===== config.mk =====
export PLATFORM = sky130hd
export DESIGN_NAME = reg_rename_file
export DESIGN_NICKNAME = d
export VERILOG_FILES = /design/src/rtl/reg_rename_file_pkg.sv /design/src/rtl/reg_rename_file_read_port.sv /design/src/rtl/reg_rename_file.sv
export SDC_FILE = /design/constraint.sdc
export NUM_CORES = 2
export LEC_CHECK = 0
export BUFFER_PORTS_ARGS = -buffer_cell sky130_fd_sc_hd__buf_2
export CORE_ASPECT_RATIO = 1.25
export CORE_MARGIN = 2
export CORE_UTILIZATION = 30
export DETAILED_ROUTE_END_ITERATION = 8
export MAX_ROUTING_LAYER = met4
export PLACE_DENSITY_LB_ADDON = 0.15
export SLEW_MARGIN = 20
export SYNTH_ARGS = -nofsm -noshare
export SYNTH_HDL_FRONTEND = slang
export SYNTH_SLANG_ARGS = --single-unit

===== constraint.sdc =====
create_clock -name clk -period 6.94 [get_ports clk]
set_clock_uncertainty 0.1 [all_clocks]
set_input_delay 2.082 -clock clk [delete_from_list [all_inputs] [get_ports clk]]
set_output_delay 2.082 -clock clk [all_outputs]
set_load 0.02 [all_outputs]

===== src/rtl/reg_rename_file_pkg.sv =====
// Shared sizing constants for the architectural register file and its rename tags.
// Alias 0 is reserved as "no pending producer", and register x0 reads as zero.
package reg_rename_file_pkg;

   localparam int RF_REG_NUM = 32;
   localparam int RF_REG_W   = 5;
   localparam int RF_ROB_W   = 4;
   localparam int RF_XLEN    = 32;

   localparam int NO_ALIAS   = 0;
   localparam int X0_IDX     = 0;

endpackage


===== src/rtl/reg_rename_file_read_port.sv =====
// One dispatch read port: tag/value lookup with a same-cycle commit bypass.
// Reads of x0 are forced to Q=0, V=0.
module rf_read_port
   import reg_rename_file_pkg::*;
#(
   parameter int REG_NUM = RF_REG_NUM,
   parameter int REG_W   = RF_REG_W,
   parameter int ROB_W   = RF_ROB_W,
   parameter int XLEN    = RF_XLEN
) (
   input  logic [REG_W-1:0] rs,
   input  logic [ROB_W-1:0] tag_tbl   [REG_NUM],
   input  logic [XLEN-1:0]  value_tbl [REG_NUM],
   input  logic             commit_valid,
   input  logic [REG_W-1:0] commit_rd,
   input  logic [ROB_W-1:0] commit_alias,
   input  logic [XLEN-1:0]  commit_data,
   output logic [ROB_W-1:0] q,
   output logic [XLEN-1:0]  v
);

   logic             rs_is_x0;
   logic [ROB_W-1:0] rs_tag;
   logic             bypass_hit;

   assign rs_is_x0   = (rs == REG_W'(X0_IDX));
   assign rs_tag     = tag_tbl[rs];
   // A younger rename leaves a different tag in place, which blocks the bypass.
   assign bypass_hit = commit_valid && (commit_rd == rs) && !rs_is_x0
                       && (rs_tag == commit_alias);

   always_comb begin
      q = rs_tag;
      v = value_tbl[rs];
      if (bypass_hit) begin
         q = ROB_W'(NO_ALIAS);
         v = commit_data;
      end
      if (rs_is_x0) begin
         q = ROB_W'(NO_ALIAS);
         v = '0;
      end
   end

endmodule


===== src/rtl/reg_rename_file.sv =====
// Architectural register file with per-register rename tags, fed by the ROB commit
// port and the dispatcher's rename requests; serves two dispatch source operands.
module reg_rename_file
   import reg_rename_file_pkg::*;
#(
   parameter int REG_NUM = RF_REG_NUM,
   parameter int REG_W   = RF_REG_W,
   parameter int ROB_W   = RF_ROB_W,
   parameter int XLEN    = RF_XLEN
) (
   input  logic             clk,
   input  logic             rst,
   input  logic             rdy,
   input  logic             rollback,
   input  logic             commit_valid,
   input  logic [REG_W-1:0] commit_rd,
   input  logic [ROB_W-1:0] commit_alias,
   input  logic [XLEN-1:0]  commit_data,
   input  logic             rename_valid,
   input  logic [REG_W-1:0] rename_rd,
   input  logic [ROB_W-1:0] rename_alias,
   input  logic [REG_W-1:0] rs1,
   input  logic [REG_W-1:0] rs2,
   output logic [ROB_W-1:0] Qi,
   output logic [XLEN-1:0]  Vi,
   output logic [ROB_W-1:0] Qj,
   output logic [XLEN-1:0]  Vj
);

   logic [XLEN-1:0]  value_q [REG_NUM];
   logic [ROB_W-1:0] tag_q   [REG_NUM];

   logic commit_we;
   logic commit_clr_tag;
   logic rename_we;

   assign commit_we      = rdy && commit_valid && (commit_rd != REG_W'(X0_IDX));
   assign commit_clr_tag = commit_we && (tag_q[commit_rd] == commit_alias);
   assign rename_we      = rdy && rename_valid && !rollback
                           && (rename_rd != REG_W'(X0_IDX));

   // Later assignments win: rollback clears over commit, rename tag over commit clear.
   always_ff @(posedge clk or negedge rst) begin
      if (!rst) begin
         for (int i = 0; i < REG_NUM; i++) begin
            value_q[i] <= '0;
            tag_q[i]   <= ROB_W'(NO_ALIAS);
         end
      end else begin
         if (commit_we) begin
            value_q[commit_rd] <= commit_data;
         end
         if (commit_clr_tag) begin
            tag_q[commit_rd] <= ROB_W'(NO_ALIAS);
         end
         if (rdy && rollback) begin
            for (int i = 0; i < REG_NUM; i++) begin
               tag_q[i] <= ROB_W'(NO_ALIAS);
            end
         end
         if (rename_we) begin
            tag_q[rename_rd] <= rename_alias;
         end
      end
   end

   rf_read_port #(
      .REG_NUM (REG_NUM),
      .REG_W   (REG_W),
      .ROB_W   (ROB_W),
      .XLEN    (XLEN)
   ) u_read_rs1 (
      .rs           (rs1),
      .tag_tbl      (tag_q),
      .value_tbl    (value_q),
      .commit_valid (commit_valid),
      .commit_rd    (commit_rd),
      .commit_alias (commit_alias),
      .commit_data  (commit_data),
      .q            (Qi),
      .v            (Vi)
   );

   rf_read_port #(
      .REG_NUM (REG_NUM),
      .REG_W   (REG_W),
      .ROB_W   (ROB_W),
      .XLEN    (XLEN)
   ) u_read_rs2 (
      .rs           (rs2),
      .tag_tbl      (tag_q),
      .value_tbl    (value_q),
      .commit_valid (commit_valid),
      .commit_rd    (commit_rd),
      .commit_alias (commit_alias),
      .commit_data  (commit_data),
      .q            (Qj),
      .v            (Vj)
   );

endmodule


==> metrics.sh <==
POSTSYNTHCELLCOUNT=4569
SYNTH-SEQ-AREA-SHARE=0.442
NUMCLOCKSINKS=1152
ASYNC_FLOP_SHARE=1.00
GRT_SETUP_UNREPAIRED='yes'
CELL_INTERNAL_PWR_mW=14.2
TIMING.MAX_CAP.VIOLATIONS=0
CRIT_REQUIRED_NS=4.76
FINALNETCOUNT=4686
MET2WIRELENGTH_MM=115
MIN_PERIOD_OVER_PERIOD=1.05
SHARE_CLK_OF_TOTAL_POWER=0.374
RUN_STATUS='complete, but fails checks'
SLEW_VIOL_FINAL=0
HOLD-WORST-SLACK_NS=0.292
TOP_LEVEL_PORTS=138
ROUTED_WIRELENGTH_MM=238
GRT_MAX_DEGREE=142
TOTAL_SWITCHING_POWER_mW=5.51
CLK_PIN_SLEW_WORST_PATHS_NS=0.06
SYNTHDISTINCTLIBCELLS=61
HOLD_PATH_CLASS='register to register'
TOTAL_DIE_AREA_MM2=0.221
VIAS_IN_THE_FIRST_GLOBAL_ROUTE=44500
DRT_ITER0_DRCS=3519
CP_SLOWEST_STAGE_DELAY_NS=0.47
FINAL_COMMON_CELL='sky130_fd_sc_hd__dfrtp_1'
DRT-PASS1-ITER-COUNT=6
POWER.STATIC_LEAKAGE_nW=33.0
TIMING.FMAX_MHz=138
SYNTH.NET_COUNT=4635
SETUP_VIOL=70
SYNTH.CELL_AREA_MM2=0.0652
SETUP_WS_NS=-0.315
SYNTH-EDFF-COUNT=0
YOSYSWARNINGCOUNT=0
SYN_AREA_PER_CELL_UM2=14.3
FINAL_CELL_MIX='sky130_fd_sc_hd__dfrtp_1 (1,152), sky130_fd_sc_hd__mux2_2 (1,031), sky130_fd_sc_hd__mux4_2 (712), sky130_fd_sc_hd__nand2_1 (221), sky130_fd_sc_hd__buf_4 (205)'
LAYOUT-DRIVE-GT1-SHARE=0.528
HTREE_NUM_LEVELS=4
START_UTIL=0.301
FAILED_CHECKS='negative setup slack'
MAX_SLEW.WORST_PIN.SLEW_NS=1.10
CPMOSTUSEDCELL='sky130_fd_sc_hd__buf_12'
IO_BUFFERS=137
CTS_BUFFERS=133
WORST-PATH-BUF-INV=7
GRT_FIRST_PASS_WIRELENGTH_MM=345
YS.FLOP_TYPE='sky130_fd_sc_hd__dfrtp_1'
TIMING.MAX_SLEW.REL_SLACK=0.263
HOLD_FAILS_FINAL_RPT=0
CRIT_PATH_END_KIND='output pin'
VIAS_PER_INST=5.65
ROUTEDLENGTHMET1_MM=105
FINAL_DESIGN_AREA_EXCLUDING_FILLERS_MM2=0.0766
POST-DP-HPWL_MM=141
IR_WORST_VDD_mV=0.269
CHIPHEIGHT_UM=525
POST_PLACE_INSTANCE_AREA_MM2=0.0708
FINALWEIGHTEDCONGESTION=0.876
GLOBALROUTEOVERFLOWTOTAL=0
DIE_X_UM=421
ROUTE.DETAILED.DRC=0
PATH_DELAY_FAMILY='buffers and inverters'
TRITONCTS_CLOCK_TREE='done'
SW_FRAC_OF_TOTAL=0.279
SYNTH-SEQ-CELLS=1152
WORSTPATHMAXFANOUT=7
FILLER_CELL_COUNT=21000
ANTENNA_FOUND_INITIAL=2
CLK_LATENCY_NS=0.79
DRT-WIRELENGTH-PER-CELL_UM=31.2
PLACEABLECOREAREA_MM2=0.217
GRT_USE_TOTAL=0.221
COMBINATIONALPOWERSHARE=0.202
SETUP.WORST_PATH.START_CLASS='input pin'
TIMING_WORST_SETUP_PATH_TYPE='input pin to output pin'
VIA_COUNT=43100
POWER_DENSITY_mW_PER_MM2=258
MET3_LENGTH_MM=10.6
POST-ROUTE-UTIL=0.354
CRITICAL-PATH-SLOWEST-CELL='sky130_fd_sc_hd__mux4_2'
CRITICAL_PATH.CELL_CHAIN='buf_12, buf_12, buf_6, mux4_2, mux4_2, a221o_1, nor3_2, o211ai_1, a2111oi_4, buf_4, buf_12, buf_12, mux2i_4, buf_6'
CRITICAL_PATH_ARRIVAL_NS=5.07
WORST_SLACK_PLACED_NS=-0.699
POST-ROUTE-MIN-PERIOD_NS=7.26
TOP_SIGNAL_LAYER_USED='met4'
SHARE_SEQ_OF_TOTAL_POWER=0.424
AREA_GROWTH_SYN_TO_LAYOUT_PCT=17.5
CTS.ROOT.BUFFER_CELL='sky130_fd_sc_hd__clkbuf_16'
STD_CELL_ROWS=191
CTS.PATH.MAX_BUFFERS=3
ANTENNA_VIOLATING_NETS_POST_ROUTE=0
[layout make-up]
class / instances / area [µm²] / area share
flip-flops and latches: 1152 / 28800 / 0.376
inverters: 6 / 22.5 / 0.000294
repair buffers: 418 / 4330 / 0.0565
well taps: 2895 / 3620 / 0.0473
multi-input cells: 2909 / 35300 / 0.461
clock inverters: 32 / 487 / 0.00635
diodes: 5 / 12.5 / 0.000163
clock buffers: 204 / 4020 / 0.0525
[cells by family (layout without fill, tap and decap cells)]
group           Yosys count  count (layout)  synth area share
mux                    1878            1878             0.445
flops                  1152            1152             0.442
simple gates            676             676            0.0478
buf+inv                 508             660            0.0319
compound gates          338             338            0.0311
xor+xnor                 17              17           0.00228
other cells               0               5                 0
[power groups by stage]
stage / logic (mW) / clock network, mW / registers, mW
final: 3.99 / 7.38 / 8.37
after global routing: 4.30 / 7.86 / 8.47
after CTS: 4.02 / 7.59 / 8.35
after detailed placement: 3.85 / 0 / 8.46
after global placement: 3.81 / 0 / 8.44
after floorplan: 2.78 / 0 / 8.13
[final timing paths]
kind / from / slack (ns) / end / depth (start not counted)
worst max-delay path: rs2[1] / -0.32 / Vj[24] / 14
worst max register to register: tag_q[94] / 3.54 / tag_q[62] / 7
min in group asynchronous: rst / 1.11 / value_q[929] / 1
max in group asynchronous: rst / 4.21 / value_q[918] / 2
worst min register to register: value_q[995] / 0.29 / value_q[995] / 0
worst min-delay path: value_q[995] / 0.29 / value_q[995] / 0
[cell usage after synthesis, drive strengths merged, types with 7 or more instances]
cell	n	area share
clkbuf	391	0.022
nor2	126	0.0072
o31ai	57	0.0066
nor3	73	0.0057
o21ai	72	0.0055
a21oi	149	0.011
dfrtp	1152	0.44
xor2	9	0.0012
buf	111	0.0090
nor4	8	0.00086
nand3	146	0.011
nand2	234	0.013
nor2b	8	0.00077
mux2	1056	0.18
mux2i	110	0.017
nand2b	11	0.0011
xnor2	8	0.0011
o22ai	7	0.00067
and2	34	0.0033
a22oi	15	0.0017
mux4	712	0.25
[worst register-to-register path, cell delays in order (launching register included)]
cell and delay [ns]:
sky130_fd_sc_hd__dfrtp_1 0.59, sky130_fd_sc_hd__mux4_2 0.31, sky130_fd_sc_hd__mux2i_1 0.10, sky130_fd_sc_hd__a2111oi_0 0.77, sky130_fd_sc_hd__xor2_1 0.22, sky130_fd_sc_hd__nor4_4 0.21, sky130_fd_sc_hd__buf_4 0.61, sky130_fd_sc_hd__o21ai_0 0.31
[metrics by stage]
stage                     TNS [ns]  instances  total power [mW]
after floorplan             -0.719       4569              10.9
after global placement      -38.24       7352              12.2
after detailed placement    -37.54       7352              12.3
after CTS                   -11.56       7613              20.0
after global routing        -22.15       7618              20.6
final                       -13.69       7621              19.7
[state kept, by name (all words and copies together) (netlist names)]
name	flops
tag_q	128
value_q	1024
[timing repair]
action / in CTS / in global routing
hold buffers: 0 / 0
buffers inserted: 20 / 9
gates resized for setup: 226 / 38
gates cloned: 6 / 0
endpoints found under the setup margin: 72 / 72
pin swaps: 13 / 5
[per-layer routing]
layer / GRT usage / vias to the layer above
met5: - / -
met1: 0.295 / 23700
met4: 0.0641 / 0
met3: 0.0294 / 326
li1: - / 17800
met2: 0.351 / 1232
(Power assumes the default switching activity.)
